==> config.mk <==
export PLATFORM = sky130hd
export DESIGN_NAME = rsa_reg_ctrl
export DESIGN_NICKNAME = d
export VERILOG_FILES = /design/src/rtl/rsa_pkg.sv /design/src/rtl/rsa_reg_ctrl.sv
export SDC_FILE = /design/constraint.sdc
export NUM_CORES = 1
export LEC_CHECK = 0
export ABC_AREA = 1
export CORE_UTILIZATION = 50
export CTS_CLUSTER_DIAMETER = 120
export DETAILED_ROUTE_END_ITERATION = 10
export PLACE_DENSITY = 0.91
export SLEW_MARGIN = 20
export SYNTH_ARGS = -nofsm -noshare
export SYNTH_HDL_FRONTEND = slang
export SYNTH_SLANG_ARGS = --single-unit
==> constraint.sdc <==
create_clock -name clk -period 2.8 [get_ports clk]
set_clock_uncertainty 0.05 [all_clocks]
set_input_delay 0.56 -clock clk [delete_from_list [all_inputs] [get_ports clk]]
set_output_delay 0.56 -clock clk [all_outputs]
set_load 0.05 [all_outputs]
==> src/rtl/rsa_pkg.sv <==
// Shared definitions for the RSA register bank / sequencer: register map,
// STATUS/CTRL bit positions and controller states.
package rsa_pkg;

  localparam int STATUS_A = 0;
  localparam int CTRL_A   = 1;

  localparam int ST_DONE   = 0;
  localparam int ST_BUSY   = 1;
  localparam int ST_ERR_WR = 2;
  localparam int ST_ERR_TO = 3;

  localparam int CTRL_START  = 0;
  localparam int CTRL_IRQ_EN = 1;
  localparam int CTRL_CLEAR  = 2;

  // Byte banks follow STATUS and CTRL, NB bytes each: P, E, M, CONST, then C.
  localparam int BANK_P     = 0;
  localparam int BANK_E     = 1;
  localparam int BANK_M     = 2;
  localparam int BANK_CONST = 3;
  localparam int BANK_C     = 4;

  function automatic int bank_base(input int bank, input int nb);
    return 2 + bank * nb;
  endfunction

  typedef enum logic [1:0] {
    IDLE   = 2'd0,
    LAUNCH = 2'd1,
    WAIT   = 2'd2
  } state_e;

endpackage

==> src/rtl/rsa_reg_ctrl.sv <==
// Register bank and start/done sequencer for the modular-exponentiation core.
//
// state  | meaning
// IDLE   | operands writable, waiting for a CTRL start
// LAUNCH | core_start high for this single cycle, watchdog cleared
// WAIT   | waiting for core_done, watchdog counting
module rsa_reg_ctrl
  import rsa_pkg::*;
#(
  parameter int ADDR_W  = 5,
  parameter int REG_W   = 8,
  parameter int OPW     = 32,
  parameter int TIMEOUT = 1024
) (
  input  logic              clk,
  input  logic              rst_n,
  input  logic [ADDR_W-1:0] reg_addr,
  input  logic [REG_W-1:0]  reg_wdata,
  input  logic              reg_wr,
  output logic [REG_W-1:0]  reg_rdata,
  output logic [REG_W-1:0]  status,
  output logic [OPW-1:0]    op_p,
  output logic [OPW-1:0]    op_e,
  output logic [OPW-1:0]    op_m,
  output logic [OPW-1:0]    op_const,
  output logic              core_start,
  input  logic              core_done,
  input  logic [OPW-1:0]    core_result,
  output logic              irq
);

  localparam int NB        = OPW / REG_W;
  localparam int WD_W      = (TIMEOUT > 0) ? $clog2(TIMEOUT + 1) : 1;
  localparam int WD_LAST_I = (TIMEOUT > 0) ? TIMEOUT - 1 : 0;
  localparam logic [WD_W-1:0] WD_LAST = WD_LAST_I[WD_W-1:0];

  state_e           state_q, state_d;
  logic [WD_W-1:0]  wd_q, wd_d;
  logic             done_q, done_d;
  logic             err_wr_q, err_wr_d;
  logic             err_to_q, err_to_d;
  logic             irq_en_q, irq_en_d;
  logic [OPW-1:0]   c_q, c_d;
  logic [3:0][OPW-1:0] opr;
  logic [REG_W-1:0] status_v;

  int   addr_n;
  logic busy, ctrl_wr, op_addr, op_wr_ok, start_req, clear_req;

  assign addr_n    = int'(reg_addr);
  assign busy      = (state_q != IDLE);
  assign ctrl_wr   = reg_wr && (addr_n == CTRL_A);
  assign op_addr   = (addr_n >= bank_base(BANK_P, NB)) && (addr_n < bank_base(BANK_C, NB));
  assign op_wr_ok  = reg_wr && op_addr && !busy;
  assign start_req = ctrl_wr && reg_wdata[CTRL_START];
  assign clear_req = ctrl_wr && reg_wdata[CTRL_CLEAR];

  for (genvar b = 0; b < 4; b++) begin : g_bank
    for (genvar i = 0; i < NB; i++) begin : g_byte
      localparam int A = bank_base(b, NB) + i;
      logic [REG_W-1:0] byte_q;
      always_ff @(posedge clk or negedge rst_n) begin
        if (!rst_n)                        byte_q <= '0;
        else if (op_wr_ok && addr_n == A)  byte_q <= reg_wdata;
      end
      assign opr[b][i*REG_W +: REG_W] = byte_q;
    end
  end

  always_ff @(posedge clk or negedge rst_n) begin
    if (!rst_n) begin
      state_q  <= IDLE;
      wd_q     <= '0;
      done_q   <= 1'b0;
      err_wr_q <= 1'b0;
      err_to_q <= 1'b0;
      irq_en_q <= 1'b0;
      c_q      <= '0;
    end else begin
      state_q  <= state_d;
      wd_q     <= wd_d;
      done_q   <= done_d;
      err_wr_q <= err_wr_d;
      err_to_q <= err_to_d;
      irq_en_q <= irq_en_d;
      c_q      <= c_d;
    end
  end

  // Clear is applied first so that events of the same cycle still land.
  always_comb begin
    state_d  = state_q;
    wd_d     = wd_q;
    done_d   = done_q;
    err_wr_d = err_wr_q;
    err_to_d = err_to_q;
    irq_en_d = irq_en_q;
    c_d      = c_q;

    if (ctrl_wr) irq_en_d = reg_wdata[CTRL_IRQ_EN];
    if (clear_req) begin
      done_d   = 1'b0;
      err_wr_d = 1'b0;
      err_to_d = 1'b0;
    end
    if (busy && ((reg_wr && op_addr) || start_req)) err_wr_d = 1'b1;

    case (state_q)
      IDLE: begin
        if (start_req) begin
          state_d = LAUNCH;
          done_d  = 1'b0;
        end
      end
      LAUNCH: begin
        wd_d = '0;
        if (core_done) begin
          state_d = IDLE;
          c_d     = core_result;
          done_d  = 1'b1;
        end else begin
          state_d = WAIT;
        end
      end
      WAIT: begin
        if (core_done) begin
          state_d = IDLE;
          c_d     = core_result;
          done_d  = 1'b1;
        end else if (TIMEOUT > 0 && wd_q == WD_LAST) begin
          state_d  = IDLE;
          err_to_d = 1'b1;
        end else begin
          wd_d = wd_q + 1'b1;
        end
      end
      default: state_d = IDLE;
    endcase
  end

  always_comb begin
    status_v            = '0;
    status_v[ST_DONE]   = done_q;
    status_v[ST_BUSY]   = busy;
    status_v[ST_ERR_WR] = err_wr_q;
    status_v[ST_ERR_TO] = err_to_q;
  end

  always_comb begin
    reg_rdata = '0;
    if (addr_n == STATUS_A) reg_rdata = status_v;
    if (addr_n == CTRL_A)   reg_rdata[CTRL_IRQ_EN] = irq_en_q;
    for (int b = 0; b < 4; b++) begin
      for (int i = 0; i < NB; i++) begin
        if (addr_n == bank_base(b, NB) + i) reg_rdata = opr[b][i*REG_W +: REG_W];
      end
    end
    for (int i = 0; i < NB; i++) begin
      if (addr_n == bank_base(BANK_C, NB) + i) reg_rdata = c_q[i*REG_W +: REG_W];
    end
  end

  assign status     = status_v;
  assign core_start = (state_q == LAUNCH);
  assign irq        = done_q & irq_en_q;
  assign op_p       = opr[BANK_P];
  assign op_e       = opr[BANK_E];
  assign op_m       = opr[BANK_M];
  assign op_const   = opr[BANK_CONST];

endmodule
Yosys cells after proc, flatten, opt, wreduce, memory -nomap -nowiden
Cells that the tools add are included.
- register bits: 177
- input bits: 49
- output and inout port bits: 146
- add/sub/neg operators: 1
- order comparisons: 2
- equality and inequality tests: 28
- mux-type cells: 40
- bitwise operators: 1
- reduce and logical (&&, ||, !) cells: 34
- operators by type and width (operator ; count):
    $mux W8 ; 20
    $eq A5 B5 Y1 const B ; 14
    $logic_not A32 Y1 ; 1
    $logic_and A1 B1 Y1 ; 23
    $mux W11 ; 2
    $pmux W11 S2 ; 1
    $eq A5 B4 Y1 const B ; 4
    $add A11 B1 Y11 const B ; 1
    $eq A11 B10 Y1 const B ; 1
    $eq A5 B3 Y1 const B ; 2
    $mux W1 ; 10
    $mux W2 ; 4
    $ne A2 B2 Y1 const B ; 3
    $pmux W2 S3 ; 1
    $reduce_bool A2 Y1 ; 3
    $eq A5 B2 Y1 const B ; 1
    $ge A5 B2 Y1 const B ; 1
    $lt A5 B5 Y1 const B ; 1
    $mux W4 ; 1
    $reduce_and A2 Y1 ; 2
    $ne A3 B3 Y1 const B ; 1
    $reduce_and A3 Y1 ; 1
    $eq A2 B1 Y1 const B ; 1
    $eq A2 B2 Y1 const B ; 1
    other kinds (6) ; 6

Depth between registers and ports, before layout
Gate-level depths: netlist of run 1.
- depth after elaboration: 23
- mapped depth: 16

Worst setup path after synthesis of run 1
No wires, ideal clock.
- path type: in2out
- start point: in reg_addr[4]
- end point: out reg_rdata[1]
- data arrival time: 2.245 ns
- data required time: 2.190 ns
- setup slack: -0.055 ns
- stages on the path: 10
- path buffers: 1
- cells stage by stage: inv_1 buf_6 nand3_1 nor2_1 inv_1 or2_2 nand2_1 nand4_1 nor2_1 nand4_1
- cells in the longest elaborated chain, start to end: 23
- elaborated cells between the ends (all ways): 44
- ends and longest elaborated chain (element ; line ; RTL):
    start, declared ; rsa_reg_ctrl.sv:17 ; input logic [ADDR_W-1:0] reg_addr,
    $logic_not A32 Y1 ; rsa_reg_ctrl.sv:151 ; if (addr_n == STATUS_A) reg_rdata = status_v;
    $mux W4 ; rsa_reg_ctrl.sv:151 ;
    $mux W1 ; rsa_reg_ctrl.sv:152 ; if (addr_n == CTRL_A) reg_rdata[CTRL_IRQ_EN] = irq_en_q;
    $mux W8 (16 in series) ; rsa_reg_ctrl.sv:155 ; if (addr_n == bank_base(b, NB) + i) reg_rdata = opr[b][i*REG_W +: REG_W];
    $mux W8 (3 in series) ; rsa_reg_ctrl.sv:159 ; if (addr_n == bank_base(BANK_C, NB) + i) reg_rdata = c_q[i*REG_W +: REG_W];
    $mux W8 * ; rsa_reg_ctrl.sv:159 ;
    end, declared ; rsa_reg_ctrl.sv:20 ; output logic [REG_W-1:0] reg_rdata,
Mark *: on every way between the ends. The rest lies on a longest branch, timed or not.

Worst setup path after layout of run 1
- start point: reg state_q[1]
- end point: out reg_rdata[1]
- cells in the longest elaborated chain, start to end: 23
- ends and longest elaborated chain (element ; line ; RTL):
    start, declared ; rsa_reg_ctrl.sv:37 ; state_e state_q, state_d;
    start signal, assigned ; rsa_reg_ctrl.sv:80 ; state_q <= state_d;
    $reduce_bool A2 Y1 ; rsa_reg_ctrl.sv:51 ; assign busy = (state_q != IDLE);
    $mux W4 ; rsa_reg_ctrl.sv:151 ;
    $mux W1 ; rsa_reg_ctrl.sv:152 ;
    $mux W8 (16 in series) ; rsa_reg_ctrl.sv:155 ;
    $mux W8 (4 in series) ; rsa_reg_ctrl.sv:159 ;
No other way between the ends.

==> flow_metrics.tcl, run 1 <==
set metrics [dict create \
    vias 8542 \
    synth_mux_area_share_pct 3.40 \
    status "finished with violations" \
    yosysSeqAreaShare_pct 53.5 \
    drt_first_pass_iters 7 \
    slew_headroom_pct 48.9 \
    num_rows 46 \
    dp_hpwl_mm 19.1 \
    die_height_um 131 \
    drtIter0Drc 1078 \
    layout_min_cycle_time_ns 3.47 \
    hold_viol 0 \
    synth.distinct_cells 31 \
    synth_compound_area_share_pct 10.2 \
    critical_path_class "reg -> out" \
    antenna_found_initial 0 \
    yosys.area_share.adder_pct 0.907 \
    ir_drop_v 0.000695 \
    cp_data_required_time_ns 2.19 \
    cts.path.max_buffers 2 \
    synthSimpleGateAreaFrac_pct 25.3 \
    gp_congestion 0.932 \
    clkTransAtPathRegs_ns 0.07 \
    max_freq_mhz 288 \
    syn_area_per_cell_sq_um 8.50 \
    worstHoldPathType "in -> async" \
    setup_viol 8 \
    p_leak_uw 0.00547 \
    holdWs_ns 0.0866 \
    netlist_instances 974 \
    synth-seq-cells 177 \
    violations "negative setup slack" \
    die_area_sq_mm 0.0171 \
    wl_per_cell_um 20.2 \
    cts_tree "yes" \
    grt_remaining_overflow 0 \
    clock_latency_ns 0.44 \
    drcViolationCount 0 \
    cp_max_fo 2 \
    start_util_pct 51.7 \
    ant_nets 0 \
    fin_ws_ns -0.674 \
    drive_gt1_share_pct 20.4 \
    arrival_ns 2.86 \
    ioPinCount 195 \
    p_per_area_mw_per_mm2 844 \
    grt_pass1_wl_mm 43.3 \
    synth_top_family_by_area "simple AND/OR/NAND/NOR gates" \
    grt_use_total_pct 34.3 \
    cp-end-kind "primary output" \
    startpoint_type "flop" \
    placed_cells 1407 \
    clockRootBuffer "clkbuf_16" \
    maxSlewViolCount 0 \
    antenna_cells 0 \
    port_buffers 190 \
    area_growth_pct 44.0 \
    syn_area_sq_mm 0.00828 \
    yosys_warnings 0 \
    cts_made_buffers 17 \
    worst_slew_pin_slew_ns 0.766 \
    die-width_um 131 \
    rsz0062_at_grt "yes" \
    nNetsFinal 1285 \
    fin_crit_sh_pct 124 \
    synth_xor_area_share_pct 0.212 \
    clock_sinks 177 \
    avgViaCountPerCell 5.86 \
    htreeDepth 4 \
    grt_max_degree 74 \
    grt_pass1_vias 8279 \
    coreArea_sq_mm 0.0160 \
    routed_wl_mm 29.5 \
    final_cells 1458 \
    maxCapViolations 0 \
]
-- critical path, cell delays in order, from the launching register on --
cell	delay, ns
dfrtp_1	0.41
inv_2	0.12
ha_4	0.18
inv_2	0.05
nand4_1	0.09
nand3_2	0.08
nor2_2	0.12
nand4_1	0.16
nand2_2	0.11
nand4_1	0.14
nor2_2	0.13
nand3_1	0.09
nand2_1	0.09
nand4_1	0.15
nor2_2	0.14
nand4_1	0.15
buf_12	0.19
-- Yosys cell counts --
cell type	n	area [sq um]
nand4_1	27	169
nand2_4	10	113
or2_2	8	50.1
nor3b_1	5	37.5
nand2_1	304	1140
nor4_1	2	12.5
nor3_1	9	45.0
nor2_1	66	248
nand3_1	30	150
buf_6	7	78.8
or2_0	1	6.26
clkbuf_1	19	71.3
dfrtp_1	177	4430
mux2_2	25	282
o21bai_1	1	7.51
inv_2	1	3.75
buf_2	5	25.0
xor2_1	2	17.5
o211ai_1	1	7.51
nor2_2	6	37.5
inv_1	79	297
buf_4	8	60.1
nor2_4	5	56.3
conb_1	1	3.75
o21ai_0	133	666
nand2_2	3	18.8
a22o_1	1	8.76
ha_1	6	75.1
a21oi_1	24	120
and3_1	1	6.26
o21ai_1	7	35.0
-- repair_timing --
item	in CTS	in global routing
gates resized for setup	106	34
setup endpoints to repair	9	8
pin swaps	50	45
hold buffers	0	0
buffers inserted	10	10
-- cell type report --
type	instances	area, sq um
sequential	177	4430
tap	216	270
multi-input combinational	681	3610
clock buffer	20	457
clock inverter	11	155
fill	980	4080
timing repair buffer	273	2680
inverter	80	320
-- registers in the layout (all words and copies together), names as in the netlist --
register,cells
wd_q,11
g_bank.g_byte.byte_q,128
c_q,32
irq_en_q,1
err_wr_q,1
state_q,2
err_to_q,1
done_q,1
-- power by group --
group / internal [uW] / total (uW) / switching (uW)
Sequential: 3160 / 3700 / 542
Clock: 1450 / 2500 / 1050
Combinational: 1370 / 3860 / 2500
Total: 5980 / 10100 / 4090
-- through the flow --
stage / setup slack (ns) / instance area, sq um / total power [uW] / TNS, ns / utilization [%]
floorplan: 0.0386 / 8290 / 5870 / 0 / -
global placement: -0.804 / 10800 / 7140 / -5.49 / 67.4
detailed placement: -0.825 / 10800 / 7270 / -5.85 / 67.4
CTS: -0.624 / 11700 / 9890 / -1.73 / 73.3
global route: -0.724 / 11900 / 10400 / -3.01 / 74.5
finish: -0.674 / 11900 / 10100 / -2.35 / 74.5
-- placed cells by master, fill, tap and decap left out, types with 2 or more instances in the layout --
| cell | n |
|---|---|
| a21oi_1 | 18 |
| a21oi_2 | 6 |
| buf_12 | 10 |
| buf_4 | 73 |
| buf_6 | 10 |
| buf_8 | 4 |
| bufinv_16 | 3 |
| clkbuf_16 | 17 |
| clkbuf_8 | 2 |
| clkdlybuf4s50_1 | 176 |
| clkinv_4 | 2 |
| clkinvlp_4 | 4 |
| conb_1 | 4 |
| dfrtp_1 | 177 |
| ha_1 | 5 |
| inv_1 | 66 |
| inv_2 | 9 |
| inv_4 | 3 |
| inv_6 | 3 |
| mux2_2 | 25 |
| nand2_1 | 289 |
| nand2_2 | 14 |
| nand2_4 | 13 |
| nand3_1 | 15 |
| nand3_2 | 13 |
| nand3_4 | 2 |
| nand4_1 | 27 |
| nor2_1 | 49 |
| nor2_2 | 15 |
| nor2_4 | 13 |
| nor3_1 | 9 |
| nor3b_1 | 4 |
| nor4_1 | 2 |
| o21ai_0 | 133 |
| o21ai_1 | 7 |
| or2_2 | 7 |
| xor2_1 | 2 |
-- final timing paths --
path	from	to	slack (ns)	cells after the start
max	state_q[1]$_DFFE_PN0P_	reg_rdata[1]	-0.67	16
min	rst_n	g_bank[1].g_byte[0].byte_q[2]$_DFFE_PN0P_	0.09	1
max reg2reg	state_q[1]$_DFFE_PN0P_	wd_q[9]$_DFFE_PN0P_	0.52	12
min reg2reg	c_q[14]$_DFFE_PN0P_	c_q[14]$_DFFE_PN0P_	0.46	1
max in group asynchronous	rst_n	g_bank[0].g_byte[1].byte_q[6]$_DFFE_PN0P_	1.86	2
min in group clk	c_q[14]$_DFFE_PN0P_	c_q[14]$_DFFE_PN0P_	0.46	1
-- cell families (layout without fill, tap and decap cells) --
kind of cell / Yosys count / after routing
other: 1 / 4
xor gates and xnor gates: 2 / 2
AOI/OAI and AO/OA: 167 / 167
DFF: 177 / 177
muxes: 25 / 25
buffers and inverters: 119 / 384
and+or+nand+nor: 477 / 477
adders and majority gates: 6 / 6
-- routing by layer --
layer | up-vias | global-route usage [%] | share of wire, %
li1 | 3667 | - | -
met2 | 707 | 56.1 | 48
met3 | 190 | 7.13 | 11
met4 | 0 | 21.9 | 6.8
met5 | - | 0 | 0
met1 | 3978 | 41.6 | 35
(Power assumes the default switching activity.)
==> run 2: changes to the inputs <==
--- a/config.mk
+++ b/config.mk
@@ -6,6 +6,7 @@
 export NUM_CORES = 1
 export LEC_CHECK = 0
 export ABC_AREA = 1
+export ABC_CLOCK_PERIOD_IN_PS = 2800
 export CORE_UTILIZATION = 50
 export CTS_CLUSTER_DIAMETER = 120
 export DETAILED_ROUTE_END_ITERATION = 10
==> results of run 2 <==
The final DEF is identical to that of run 1; final timing and power are the same.
==> run 3: changes to the inputs <==
--- a/config.mk
+++ b/config.mk
@@ -6,7 +6,6 @@
 export NUM_CORES = 1
 export LEC_CHECK = 0
 export ABC_AREA = 1
-export ABC_CLOCK_PERIOD_IN_PS = 2800
 export CORE_UTILIZATION = 50
 export CTS_CLUSTER_DIAMETER = 120
 export DETAILED_ROUTE_END_ITERATION = 10
==> results of run 3 <==
The final DEF is identical to that of run 1; final timing and power are the same.
